## src/rtl/pll_reconfig_ctrl.sv

```systemverilog
//==============================================================================
// Module   : pll_reconfig_ctrl
// Brief    : DRP read-modify-write sequencer that retunes the PLL CLKOUT0 and
//            CLKFBOUT dividers. Optional lock timeout: PLL_RECONFIG_TIMEOUT_EN.
// Revision : 1.0 - initial release
//==============================================================================
`default_nettype none

module pll_reconfig_ctrl #(
  parameter int LOCK_TIMEOUT = 65535
) (
  input  logic        pclk,
  input  logic        resetn,
  input  logic        req_valid,
  output logic        req_ready,
  input  logic [6:0]  req_mult,
  input  logic [7:0]  req_div,
  output logic        busy,
  output logic        done,
  output logic        err,
  output logic [6:0]  drp_daddr,
  output logic        drp_den,
  output logic        drp_dwe,
  output logic [15:0] drp_di,
  input  logic [15:0] drp_do,
  input  logic        drp_drdy,
  output logic        pll_rst,
  input  logic        pll_locked
);

  typedef enum logic [3:0] {
    S_IDLE, S_RST, S_RD, S_RD_WAIT, S_WR, S_WR_WAIT, S_UNRST, S_LOCK_WAIT, S_DONE
  } state_t;

  state_t      state_q;
  logic [1:0]  idx_q;
  logic [6:0]  mult_q;
  logic [7:0]  div_q;
  logic        bad_q;
  logic        req_ready_q, busy_q, done_q, err_q;
  logic [6:0]  drp_daddr_q;
  logic        drp_den_q, drp_dwe_q, pll_rst_q;
  logic [15:0] drp_di_q;

  logic        w_in_range;
  logic [7:0]  w_n;
  logic [13:0] w_enc;
  logic [15:0] w_rmw;

  // Packed as {edge, no_count, high[5:0], low[5:0]}.
  function automatic logic [13:0] f_encode(input logic [7:0] n);
    logic [7:0] hi, lo;
    if (n == 8'd1) begin
      f_encode = {1'b0, 1'b1, 6'd1, 6'd1};
    end else begin
      hi = n >> 1;
      lo = n - hi;
      f_encode = {n[0], 1'b0, hi[5:0], lo[5:0]};
    end
  endfunction

  function automatic logic [6:0] f_addr(input logic [1:0] idx);
    case (idx)
      2'd0:    f_addr = 7'h08;
      2'd1:    f_addr = 7'h09;
      2'd2:    f_addr = 7'h14;
      default: f_addr = 7'h15;
    endcase
  endfunction

  assign w_in_range = (req_mult >= 7'd2) && (req_mult <= 7'd64) &&
                      (req_div != 8'd0) && (req_div <= 8'd128);

  // Indices 0/1 address CLKOUT0 (divider), 2/3 address CLKFBOUT (multiplier).
  assign w_n   = idx_q[1] ? {1'b0, mult_q} : div_q;
  assign w_enc = f_encode(w_n);
  assign w_rmw = idx_q[0] ? ((drp_do & 16'hFF3F) | {8'h00, w_enc[13:12], 6'h00})
                          : ((drp_do & 16'hF000) | {4'h0, w_enc[11:0]});

`ifdef PLL_RECONFIG_TIMEOUT_EN
  localparam int CNT_W = $clog2(LOCK_TIMEOUT + 1);
  logic [CNT_W-1:0] lock_cnt_q;
`endif

  always_ff @(posedge pclk or negedge resetn) begin
    if (!resetn) begin
      state_q     <= S_IDLE;
      idx_q       <= 2'd0;
      mult_q      <= 7'd0;
      div_q       <= 8'd0;
      bad_q       <= 1'b0;
      req_ready_q <= 1'b1;
      busy_q      <= 1'b0;
      done_q      <= 1'b0;
      err_q       <= 1'b0;
      drp_daddr_q <= 7'd0;
      drp_den_q   <= 1'b0;
      drp_dwe_q   <= 1'b0;
      drp_di_q    <= 16'd0;
      pll_rst_q   <= 1'b1;
`ifdef PLL_RECONFIG_TIMEOUT_EN
      lock_cnt_q  <= '0;
`endif
    end else begin
      done_q <= 1'b0;
      case (state_q)
        S_IDLE: begin
          pll_rst_q <= 1'b0;
          if (req_valid) begin
            mult_q      <= req_mult;
            div_q       <= req_div;
            bad_q       <= ~w_in_range;
            pll_rst_q   <= w_in_range;
            req_ready_q <= 1'b0;
            busy_q      <= 1'b1;
            err_q       <= 1'b0;
            state_q     <= S_RST;
          end
        end
        S_RST: begin
          if (bad_q) begin
            done_q  <= 1'b1;
            err_q   <= 1'b1;
            state_q <= S_DONE;
          end else begin
            idx_q       <= 2'd0;
            drp_daddr_q <= f_addr(2'd0);
            drp_den_q   <= 1'b1;
            drp_dwe_q   <= 1'b0;
            state_q     <= S_RD;
          end
        end
        S_RD: begin
          drp_den_q <= 1'b0;
          state_q   <= S_RD_WAIT;
        end
        S_RD_WAIT: begin
          if (drp_drdy) begin
            drp_di_q  <= w_rmw;
            drp_den_q <= 1'b1;
            drp_dwe_q <= 1'b1;
            state_q   <= S_WR;
          end
        end
        S_WR: begin
          drp_den_q <= 1'b0;
          drp_dwe_q <= 1'b0;
          state_q   <= S_WR_WAIT;
        end
        S_WR_WAIT: begin
          if (drp_drdy) begin
            if (idx_q == 2'd3) begin
              state_q <= S_UNRST;
            end else begin
              idx_q       <= idx_q + 2'd1;
              drp_daddr_q <= f_addr(idx_q + 2'd1);
              drp_den_q   <= 1'b1;
              state_q     <= S_RD;
            end
          end
        end
        S_UNRST: begin
          pll_rst_q <= 1'b0;
`ifdef PLL_RECONFIG_TIMEOUT_EN
          lock_cnt_q <= '0;
`endif
          state_q   <= S_LOCK_WAIT;
        end
        S_LOCK_WAIT: begin
          if (pll_locked) begin
            done_q  <= 1'b1;
            err_q   <= 1'b0;
            state_q <= S_DONE;
          end
`ifdef PLL_RECONFIG_TIMEOUT_EN
          else if (lock_cnt_q == CNT_W'(LOCK_TIMEOUT - 1)) begin
            done_q  <= 1'b1;
            err_q   <= 1'b1;
            state_q <= S_DONE;
          end else begin
            lock_cnt_q <= lock_cnt_q + 1'b1;
          end
`endif
        end
        S_DONE: begin
          err_q       <= 1'b0;
          req_ready_q <= 1'b1;
          busy_q      <= 1'b0;
          state_q     <= S_IDLE;
        end
        default: state_q <= S_IDLE;
      endcase
    end
  end

  assign req_ready = req_ready_q;
  assign busy      = busy_q;
  assign done      = done_q;
  assign err       = err_q;
  assign drp_daddr = drp_daddr_q;
  assign drp_den   = drp_den_q;
  assign drp_dwe   = drp_dwe_q;
  assign drp_di    = drp_di_q;
  assign pll_rst   = pll_rst_q;

endmodule

`default_nettype wire

```

## config.mk

```make
export PLATFORM = sky130hd
export DESIGN_NAME = pll_reconfig_ctrl
export DESIGN_NICKNAME = d
export VERILOG_FILES = /design/src/rtl/pll_reconfig_ctrl.sv
export SDC_FILE = /design/constraint.sdc
export NUM_CORES = 1
export LEC_CHECK = 0
export BUFFER_PORTS_ARGS = -buffer_cell sky130_fd_sc_hd__buf_2
export CAP_MARGIN = 40
export CORE_UTILIZATION = 30
export DETAILED_ROUTE_END_ITERATION = 8
export HOLD_SLACK_MARGIN = 0.15
export PLACE_DENSITY_LB_ADDON = 0.1
export SYNTH_ARGS = -nofsm -noshare
export SYNTH_HDL_FRONTEND = slang
export SYNTH_SLANG_ARGS = --single-unit
```

## constraint.sdc

```tcl
create_clock -name pclk -period 2.5 [get_ports pclk]
set_clock_uncertainty 0.1 [all_clocks]
set_input_delay 0.5 -clock pclk [delete_from_list [all_inputs] [get_ports pclk]]
set_output_delay 0.5 -clock pclk [all_outputs]
set_load 0.02 [all_outputs]
```

### Word level (Yosys, flattened, before mapping)

Index checks and enable logic that the tools add are counted.

| word-level totals | value |
|---|---|
| flip-flop bits (word level) | 52 |
| output and inout bits | 30 |
| word-level logic and storage cells | 100 |

| operators by class | value |
|---|---|
| add/subtract/negate cells | 2 |
| $lt $le $gt $ge | 3 |
| equality and inequality tests | 19 |
| multiplexer cells | 38 |
| bitwise logic cells | 3 |
| reductions and logical operators | 21 |

Operator list:

| operator | count |
|---|---|
| case mux 4 bit (8 select lines) | 1 |
| two-way mux 7 bit | 3 |
| two-way mux 4 bit | 5 |
| equality test 4 x 3 -> 1 bit, second input constant | 4 |
| two-way mux 16 bit | 1 |
| OR 16 x 12 -> 16 bit | 1 |
| OR 16 x 8 -> 16 bit | 1 |
| case mux 5 bit (3 select lines) | 1 |
| two-way mux 14 bit | 1 |
| != test 2 bit, second input constant | 7 |
| case mux 7 bit (2 select lines) | 1 |
| two-way mux 1 bit | 12 |
| AND reduction 4 bit | 3 |
| equality test 4 x 2 -> 1 bit, second input constant | 2 |
| equality test 8 x 1 -> 1 bit, second input constant | 1 |
| <= comparator 8 bit, second input constant | 1 |
| two-way mux 8 bit | 1 |
| case mux 1 bit (2 select lines) | 4 |
| case mux 1 bit (4 select lines) | 2 |
| nonzero test 4 bit | 2 |
| nonzero test 8 bit | 1 |
| greater-or-equal comparator 7 x 2 -> 1 bit, second input constant | 1 |
| <= comparator 7 bit, second input constant | 1 |
| two-way mux 2 bit | 3 |
| other kinds (19) | 26 |

### Logic depth before layout (Yosys ltp)

| depth | value |
|---|---|
| depth after elaboration | 6 |
| depth in mapped cells | 10 |
| depth with buffers taken out | 9 |

### Least setup slack after synthesis

Ideal clock, no wire load.

| timing path | value |
|---|---|
| kind | flip-flop to flip-flop |
| start | register idx_q[1] |
| end | register drp_di_q[3], in the netlist drp_di[3] |
| setup time | 0.132 ns |
| arrival time | 2.057 ns |
| slack | 0.211 ns |
| cell stages (with the launch flop) | 10 |
| clock period less this slack | 2.289 ns |
| cells stage by stage | dfrtp_1 buf_2 mux2_1 inv_1 ha_1 nand3_1 nor3b_1 nor2_1 a32oi_1 o21ai_1 |

| between the ends | value |
|---|---|
| longest elaborated chain between the ends | 5 |
| elaborated cells on any way between the ends | 6 |
| those cells by class | 1 x add/sub; 1 x eq/ne; 3 x mux; 1 x bitwise |

Ends and longest elaborated chain:

| item | RTL line | text |
|---|---|---|
| start: declaration | 36 | `logic [1:0] idx_q;` |
| start signal: assignment | 155 | `idx_q <= idx_q + 2'd1;` |
| two-way mux 8 bit (*) | 75 | `assign w_n = idx_q[1] ? {1'b0, mult_q} : div_q;` |
| subtractor 6 bit / equality test 8 x 1 -> 1 bit (equally long branches) | 57, 53 |  |
| two-way mux 14 bit (*) | 53 | `if (n == 8'd1) begin` |
| OR 16 x 12 -> 16 bit (*) | 78 | `: ((drp_do & 16'hF000) \| {4'h0, w_enc[11:0]});` |
| two-way mux 16 bit (*) | 77 | `assign w_rmw = idx_q[0] ? ((drp_do & 16'hFF3F) \| {8'h00, w_enc[13:12], 6'h00})` |
| end signal: assignment | 139 | `drp_di_q <= w_rmw;` |
| end: declaration | 43 | `logic [15:0] drp_di_q;` |

Every way passes the cells marked *; elsewhere a longest branch is shown, timed or not.
A chain may end at the register's enable or synchronous reset.

### Worst setup path in the final report

| timing path | value |
|---|---|
| start | register idx_q[1] |
| end | register drp_di_q[5], in the netlist drp_di[5] |

The elaborated chain is that of the path after synthesis.

==> run_results.csv <==
group,metric,value,unit
global_route,grt_max_degree,48,
cells_and_area,fillers,877,
critical_path,reg2reg_slack,0.16,ns
critical_path,critPathKind,"flip-flop to flip-flop",
sta,setup_viol_count_final,0,
power,peakVddDrop,0.432,mV
placed_design,gp_congestion,0.762,
clocking,post_cts_buffers,0,
critical_path,endpoint_kind,"flip-flop",
cells_and_area,final_common_cell,"buf_2",
sta,grt_setup_unrepaired,"false",
logic_synthesis,syn_avg_cell_area,9.62,µm²
global_route,grt-ovfl-total,0,
clocking,clock_tree.root_cell,"clkbuf_8",
cells_and_area,seq_area,0.00118,mm²
critical_path,cp-start-kind,"flip-flop",
logic_synthesis,async_reset_ff_frac,1.00,
clocking,htree_levels,2,
clocking,cts_resized,0,
logic_synthesis,synthTopCellsByArea,"dfrtp_1 (43%), mux2_1 (6.9%), nand2_1 (5.8%), ha_1 (4.3%), o21ai_1 (3.9%)",
power,power_density,1330,mW/mm²
floorplan,fp.dieW,95.1,µm
hold_path,min-delay-path-class,"primary input to async pin",
sta,max_clock_freq,427,MHz
cells_and_area,post_route_cells_drive_above_1_share,0.289,
route,first_pass_iters,4,
route,via_per_inst,4.70,
route,routed-via-count,2103,
floorplan,ios,66,
sta,slew_headroom,0.588,
floorplan,rows,33,
cells_and_area,multi_input_area,0.00129,mm²
logic_synthesis,synth_cells,270,
route,wl_per_cell,13.9,µm
floorplan,die_h,95.1,µm
logic_synthesis,synth_top_cell_by_area,"dfrtp_1",
clocking,hold_buffers,0,
clocking,clkLatencyLatePin,0.31,ns
clocking,cts_tree,"yes",
power,finalPower,4.24,mW
logic_synthesis,yosys.area.top_type_share,0.434,
floorplan,dieArea,0.00903,mm²
floorplan,start_util,0.313,
route,drc,0,
placed_design,dpl_worst_slack,0.0365,ns
cells_and_area,num_antenna_cells,0,
clocking,cts_max_path_buffers,2,
route,detail-route-antenna-nets,0,
route,first_iter_violations,58,
global_route,antenna_found_initial,0,
critical_path,path_max_fanout,7,
placed_design,dp_hpwl,4550,µm
clocking,clkSinkCount,47,
global_route,grt_pass1_wl,10100,µm
logic_synthesis,synth_ff_type,"dfrtp_1",
power,p_leak,1.51,nW
critical_path,critPathRequiredTime,2.64,ns
logic_synthesis,ys_types,53,
cells_and_area,area_growth,22.6,%
sta,layout_setup_ws,0.158,ns
sta,final-max-slew-violation-count,0,
sta,worst_slew_pin_slew,0.617,ns
logic_synthesis,ys_ff_latch,47,
critical_path,worstPathArrival,2.48,ns
run,drv_cap,0,
sta,finalCriticalPeriod,2.34,ns
sta,min_period_over_period,0.937,
global_route,grt_use_total,0.148,
run_status,status,"complete, no violations",
logic_synthesis,ys_seq_area_frac,0.454,
logic_synthesis,synth_area,0.00260,mm²
route,wirelength,6200,µm
cells_and_area,nets,387,
global_route,grt_pass1_vias,1983,
clocking,clkSlewWorstSetupHoldPaths,0.10,ns
logic_synthesis,ys_warn_count,0,
placed_design,port_buffers,60,
logic_synthesis,synth_edf_count,0,
sta,finalHoldViolCount,0,
sta,fin_tns_setup,0,ns
clocking,cts_buffers,5,
floorplan,core_area,0.00830,mm²
cells_and_area,mostFrequentLayoutCells,"buf_2 (60), dfrtp_1 (44), nand2_1 (40)",
[final timing paths]
path	start	endpoint	cells after the start
worst max-delay path	idx_q[1]	drp_di[5]	8
worst min-delay path	resetn	drp_di[12]	2
worst max register to register	idx_q[1]	drp_di[5]	8
worst min register to register	drp_di[12]	drp_di[12]	2
max in group asynchronous	resetn	idx_q[1]	2
min in group pclk	drp_do[12]	drp_di[12]	3
[sequential cells by signal, indices dropped and copies added, names as in the netlist, 2 cells and up]
| signal | cells |
|---|---|
| drp_di | 16 |
| div_q | 8 |
| mult_q | 7 |
| state_q | 4 |
| drp_daddr | 2 |
| idx_q | 2 |
[cell type report]
type | count | share of cell area
clock buffer | 6 | 0.0228
sequential | 47 | 0.370
tap | 105 | 0.0412
clock inverter | 2 | 0.00393
multi-input combinational | 195 | 0.406
timing repair buffer | 80 | 0.141
inverter | 12 | 0.0141
[synthesized netlist by cell type (all sizes together), types with 5 or more instances]
library cell / number
inv: 12
dfrtp: 45
o21ai: 24
mux2i: 8
nor2: 19
mux2: 17
buf: 6
nand2: 40
a22oi: 6
ha: 9
clkbuf: 12
nor2b: 5
a21oi: 14
[critical path, stage by stage, from the launching register on]
cell and delay [ns]:
dfrtp_2 0.49, mux2i_1 0.30, inv_1 0.12, ha_1 0.28, nor2b_1 0.16, o221ai_1 0.18
a21oi_1 0.20, mux2_2 0.36, nor2_1 0.09
[power by group]
part	switching [mW]	internal [mW]
combinational	1.28	1.14
clock	0.279	0.196
sequential	0.247	1.10
total	1.81	2.43
[logic make-up after synthesis]
kind of cell | count (synthesis) | synth area share
mux | 25 | 0.105
compound gates | 63 | 0.161
simple gates | 90 | 0.164
xor+xnor | 4 | 0.0135
flops | 47 | 0.454
fa+ha+maj | 10 | 0.0511
buf+inv | 30 | 0.0511
other cells | 1 | 0.00144
[stage by stage]
stage / utilization / instances / hold WS, ns / area (µm²)
floorplan: - / 272 / 0.104 / 2610
global placement: 0.373 / 439 / 0.353 / 3100
detailed placement: 0.373 / 439 / 0.355 / 3100
CTS: 0.384 / 447 / 0.210 / 3180
global route: 0.384 / 447 / 0.243 / 3190
finish: 0.384 / 447 / 0.183 / 3190
[layer usage]
layer  wire (µm)  vias up  global-route usage
met5           0        -                   0
met4          57        0              0.0417
met3         324        7              0.0335
met2        2670       57               0.224
met1        3140      959               0.211
li1            -     1080                   -
Note: power is estimated with default switching activity, not from simulation.
